===== src/rtl/stepgen_multi.sv =====
// stepgen_multi: per-channel step/dir pulse generator with ramped velocity and
// fractional position accumulators; a step fires whenever accumulator bit F toggles.
module stepgen_multi #(
  parameter int CH = 4,
  parameter int W  = 12,
  parameter int F  = 10,
  parameter int T  = 5
) (
  input  logic                 clk,
  input  logic                 reset,
  input  logic [CH-1:0]        enable,
  input  logic [CH*(F+1)-1:0]  vel_tgt,
  input  logic [F-1:0]         accel,
  input  logic                 ramp_tick,
  input  logic [T-1:0]         steptime,
  input  logic [T-1:0]         dirtime,
  output logic [CH*(W+F)-1:0]  pos,
  output logic [CH-1:0]        step,
  output logic [CH-1:0]        dir
);
  localparam int A = W + F;
  typedef enum logic [1:0] {READY, DIRSETUP, STEPHI, STEPLO} state_t;
  logic [T-1:0] w_st, w_dt;
  // timers count down to zero, so reload with max(x,1)-1
  assign w_st = (steptime == '0) ? '0 : steptime - T'(1);
  assign w_dt = (dirtime == '0) ? '0 : dirtime - T'(1);
  for (genvar n = 0; n < CH; n++) begin : g_ch
    state_t r_state, w_state;
    logic signed [F:0] w_raw, w_tgt, r_vel, w_vel;
    logic signed [F+1:0] w_diff;
    logic [F+1:0] w_mag;
    logic [A-1:0] r_acc, w_acc, w_sum;
    logic [T-1:0] r_tmr, w_tmr;
    logic r_step, w_step, r_dir, w_dir, w_run, w_req, w_done, w_chg;
    assign w_raw = vel_tgt[n*(F+1) +: F+1];
    assign w_tgt = (w_raw == {1'b1, {F{1'b0}}}) ? {1'b1, {(F-1){1'b0}}, 1'b1} : w_raw;
    assign w_diff = {w_tgt[F], w_tgt} - {r_vel[F], r_vel};
    assign w_mag = w_diff[F+1] ? -w_diff : w_diff;
    assign w_vel = (accel == '0) ? w_tgt
                 : !ramp_tick ? r_vel
                 : (w_mag <= {2'b00, accel}) ? w_tgt
                 : w_diff[F+1] ? r_vel - {1'b0, accel} : r_vel + {1'b0, accel};
    assign w_run = (r_state == READY) && enable[n];
    assign w_sum = r_acc + {{(A-F-1){w_vel[F]}}, w_vel};
    assign w_req = w_run && (w_sum[F] != r_acc[F]);
    assign w_done = (r_tmr == '0);
    // required direction is ~sign, so a change is needed when sign equals dir
    assign w_chg = (w_vel[F] == r_dir);
    always_comb begin
      w_state = r_state;
      w_tmr = w_done ? r_tmr : r_tmr - T'(1);
      w_step = r_step;
      w_dir = r_dir;
      w_acc = w_run ? w_sum : r_acc;
      case (r_state)
        READY: if (w_req) begin
          w_dir = ~w_vel[F];
          w_state = w_chg ? DIRSETUP : STEPHI;
          w_tmr = w_chg ? w_dt : w_st;
          w_step = ~w_chg;
        end
        DIRSETUP: if (w_done) begin
          w_state = STEPHI;
          w_tmr = w_st;
          w_step = 1'b1;
        end
        STEPHI: if (w_done) begin
          w_state = STEPLO;
          w_tmr = w_st;
          w_step = 1'b0;
        end
        default: if (w_done) w_state = READY;
      endcase
    end
    always_ff @(posedge clk or posedge reset) begin
      if (reset) begin
        r_state <= READY;
        r_vel <= '0;
        r_acc <= '0;
        r_tmr <= '0;
        r_step <= 1'b0;
        r_dir <= 1'b0;
      end else begin
        r_state <= w_state;
        r_vel <= w_vel;
        r_acc <= w_acc;
        r_tmr <= w_tmr;
        r_step <= w_step;
        r_dir <= w_dir;
      end
    end
    assign pos[n*A +: A] = r_acc;
    assign step[n] = r_step;
    assign dir[n] = r_dir;
  end
endmodule


===== config.mk =====
export PLATFORM = sky130hd
export DESIGN_NAME = stepgen_multi
export DESIGN_NICKNAME = d
export VERILOG_FILES = /design/src/rtl/stepgen_multi.sv
export SDC_FILE = /design/constraint.sdc
export NUM_CORES = 1
export LEC_CHECK = 0
export ABC_CLOCK_PERIOD_IN_PS = 14250
export BUFFER_PORTS_ARGS = -buffer_cell sky130_fd_sc_hd__buf_2
export CAP_MARGIN = 10
export CORE_ASPECT_RATIO = 1.75
export CORE_MARGIN = 2
export CORE_UTILIZATION = 43
export CTS_CLUSTER_DIAMETER = 30
export DETAILED_ROUTE_END_ITERATION = 7
export GPL_TIMING_DRIVEN = 0
export PLACE_DENSITY = 0.68
export SLEW_MARGIN = 20
export SYNTH_ARGS = -nofsm -noshare
export SYNTH_HDL_FRONTEND = slang
export SYNTH_SLANG_ARGS = --single-unit

===== constraint.sdc =====
create_clock -name clk -period 14.25 [get_ports clk]
set_clock_uncertainty 0.1 [all_clocks]
set_input_delay 2.85 -clock clk [delete_from_list [all_inputs] [get_ports clk]]
set_output_delay 2.85 -clock clk [all_outputs]
set_load 0.01 [all_outputs]

==> impl_metrics.py <==
metrics = {
    "timing": {
        "slew_headroom_pct": 34.91,
        "setup_viol": 0,
        "min_period_ns": 12.38,
        "max_slew.worst_pin.slew_ns": 0.9764,
        "timing.setup.tns_ns": 0,
        "grt_setup_unrepaired": "no",
        "finalHoldViolations": 0,
        "timing.final.max_slew_violations": 0,
        "fin_worst_hold_slack_ns": 0.3674,
        "post-route-period-util_pct": 86.86,
        "fmax_mhz": 80.79,
    },
    "worst_setup_path": {
        "rr_endpoint": "g_ch[1].r_acc[20]",
        "worst-r2r-setup-slack_ns": 4.54,
        "timing.critical_path.from": "vel_tgt[21]",
        "crit_end": "g_ch[1].r_acc[20]",
        "r2r-start": "g_ch[1].r_vel[2]",
        "max_stage_delay_ns": 0.67,
        "worstPathRequired_ns": 14.47,
        "critical_path_class": "primary input to register",
        "cp_common_cell": "sky130_fd_sc_hd__a21oi_1",
        "critPathArrivalTime_ns": 12.60,
        "cp-end-kind": "register",
        "crit_path_top_delay_cell": "sky130_fd_sc_hd__a311oi_1",
        "worst-r2r-cell-count": 39,
        "crit_fanout": 10,
        "worstSetupStartpointType": "primary input",
    },
    "clock_tree": {
        "post_cts_resize_count": 0,
        "clock_tree.htree_level_count": 4,
        "tritoncts.num_buffers": 17,
        "clock_tree_from_tritoncts": "done",
        "insertion_delay_ns": 0.47,
        "ctsLongestPathBuffers": 2,
        "clock-root-buffer": "sky130_fd_sc_hd__clkbuf_16",
        "cts_setup_buffers": 0,
        "clkTransAtPathRegs_ns": 0.08,
        "cts_hold_repair.buffers": 0,
        "numClockSinks": 168,
    },
    "synth": {
        "ys_types": 91,
        "syn_avg_cell_area_um2": 7.917,
        "synthesis.instances": 2373,
        "synth-async-reset-ratio_pct": 100.0,
        "syn_area_mm2": 0.01879,
        "yosys_register_bits": 168,
        "yosys_most_used_dff": "sky130_fd_sc_hd__dfrtp_1",
        "yosysWarnings": 0,
        "seq_area_frac_synth_pct": 22.38,
        "synth-edff-count": 0,
        "mappedNetlistNets": 2687,
    },
    "routing": {
        "detail_route.wl_per_cell_um": 19.25,
        "drc": 0,
        "postRouteAntennaNets": 0,
        "route.vias.total": 18580,
        "finalWirelength_um": 60340,
        "drt_iter0_drc": 1128,
        "detail_route.vias_per_cell": 5.929,
        "first_pass_iters": 6,
    },
    "cells_and_area": {
        "layout.cells.most_common": "sky130_fd_sc_hd__ha_1",
        "finish.utilization_pct": 48.47,
        "areaGrowthSynthToFinish_pct": 11.49,
        "layout_cell_share_with_drive_strength_beyond_1_pct": 10.67,
        "post_layout_nonfiller_instances": 3134,
        "final_cell_mix": "sky130_fd_sc_hd__ha_1, sky130_fd_sc_hd__o21ai_0, sky130_fd_sc_hd__nand2_1, sky130_fd_sc_hd__dfrtp_1, sky130_fd_sc_hd__inv_1",
        "nNetsFinal": 2868,
    },
    "global_route": {
        "grt_pass1_wl_um": 94910,
        "grt_pass1_vias": 18500,
        "global_routing_usage_summed_across_all_routing_layers_pct": 26.27,
        "largest_net_degree_at_the_start_of_global_routing": 90,
        "global_route.overflow_total": 0,
        "grt_antenna_before_repair": 5,
    },
    "die": {
        "initial_cell_density_of_the_core_pct": 43.47,
        "top_level_pins": 167,
        "placeableCoreArea_mm2": 0.04322,
        "die-area_mm2": 0.04545,
        "die_h_um": 280.5,
        "rows": 101,
        "dieWidth_um": 162.0,
    },
    "place": {
        "post-dp-hpwl_um": 47860,
        "io_buffer_count": 161,
        "place_inst": 3101,
        "gpl.final_weighted_congestion": 0.9655,
    },
    "worst_hold_path": {
        "worst_hold_startpoint": "g_ch[2].r_acc[21]",
        "min_delay_path_class": "register to register",
    },
    "run": {
        "maxCapViolations": 0,
    },
    "outcome": {
        "outcome": "complete, no violations",
    },
}
## final cells by class
| cell class | count | area, um2 |
|---|---|---|
| well taps | 566 | 708.2 |
| clock buffers | 17 | 425.4 |
| plain buffers | 106 | 437.9 |
| repair buffers | 162 | 833.3 |
| fillers | 4313 | 22270 |
| clock inverters | 15 | 181.4 |
| diodes | 1 | 2.502 |
| multi-input cells | 1930 | 13510 |
| inverters | 169 | 641.9 |
| flip-flops and latches | 168 | 4204 |
## kinds of logic after synthesis
family                   after synthesis  synth area share (%)
AO/OA/AOI/OAI                        763                 26.29
AND/OR/NAND/NOR                      683                 17.33
buffers and inverters                275                 5.707
adder cells (fa/ha/maj)              243                 16.50
XOR/XNOR                             206                 9.830
flip-flops                           168                 22.38
multiplexers                          35                 1.971
## cell usage after synthesis (27+ instances only)
| library cell | n | area (um2) |
|---|---|---|
| sky130_fd_sc_hd__xnor2_1 | 138 | 1209 |
| sky130_fd_sc_hd__or3_1 | 27 | 168.9 |
| sky130_fd_sc_hd__o21ai_0 | 233 | 1166 |
| sky130_fd_sc_hd__nor3_1 | 69 | 345.3 |
| sky130_fd_sc_hd__clkbuf_1 | 91 | 341.6 |
| sky130_fd_sc_hd__o31ai_1 | 30 | 225.2 |
| sky130_fd_sc_hd__a21o_1 | 49 | 367.9 |
| sky130_fd_sc_hd__inv_1 | 166 | 623.1 |
| sky130_fd_sc_hd__nor2b_1 | 32 | 200.2 |
| sky130_fd_sc_hd__nor2_1 | 160 | 600.6 |
| sky130_fd_sc_hd__ha_1 | 235 | 2940 |
| sky130_fd_sc_hd__dfrtp_1 | 168 | 4204 |
| sky130_fd_sc_hd__xor2_1 | 64 | 560.5 |
| sky130_fd_sc_hd__nand3_1 | 48 | 240.2 |
| sky130_fd_sc_hd__o21a_1 | 29 | 217.7 |
| sky130_fd_sc_hd__a21oi_1 | 158 | 790.8 |
| sky130_fd_sc_hd__nand2_1 | 215 | 807.0 |
| sky130_fd_sc_hd__o22ai_1 | 58 | 362.9 |
## how the worst min path moves through the flow
stage                              endpoint  slack (ns)  cells after the start
after floorplan              g_ch[3].r_step        0.35                      2
after global placement    g_ch[2].r_acc[21]        0.35                      1
after detailed placement  g_ch[1].r_acc[21]        0.35                      1
after CTS                 g_ch[3].r_acc[21]        0.37                      1
after global routing      g_ch[2].r_acc[21]        0.39                      1
final                     g_ch[2].r_acc[21]        0.37                      1
## per-layer routing
layer  routed length (um)  GRT usage [%]  vias up
li1                     -              -     8939
met1                22290          26.96     8801
met2                30710          48.51      622
met3                 2826          3.902      213
met4                 4481          18.02        6
met5                   38              0        -
## sequential cells by signal, indices dropped and copies added, names as in the netlist
name	count
g_ch.r_acc	88
g_ch.r_dir	4
g_ch.r_state	8
g_ch.r_step	4
g_ch.r_tmr	20
g_ch.r_vel	44
## stage by stage
stage               setup WS, ns  area, um2
floorplan                  3.465      18790
detailed placement         1.578      20340
CTS                        2.018      20940
global route               1.129      20940
global placement           1.664      20300
finish                     1.872      20950
## critical path: cells and delay by family
kind | cells | cell delay (ns)
AO/OA/AOI/OAI | 25 | 5.23
AND/OR/NAND/NOR | 7 | 1.81
XOR/XNOR | 2 | 0.37
adder cells (fa/ha/maj) | 4 | 1.22
buffers and inverters | 4 | 1.09
Power is left out: the tool's default activity adds up to more than one toggle a clock period on the data nets, which glitch-free logic cannot reach.
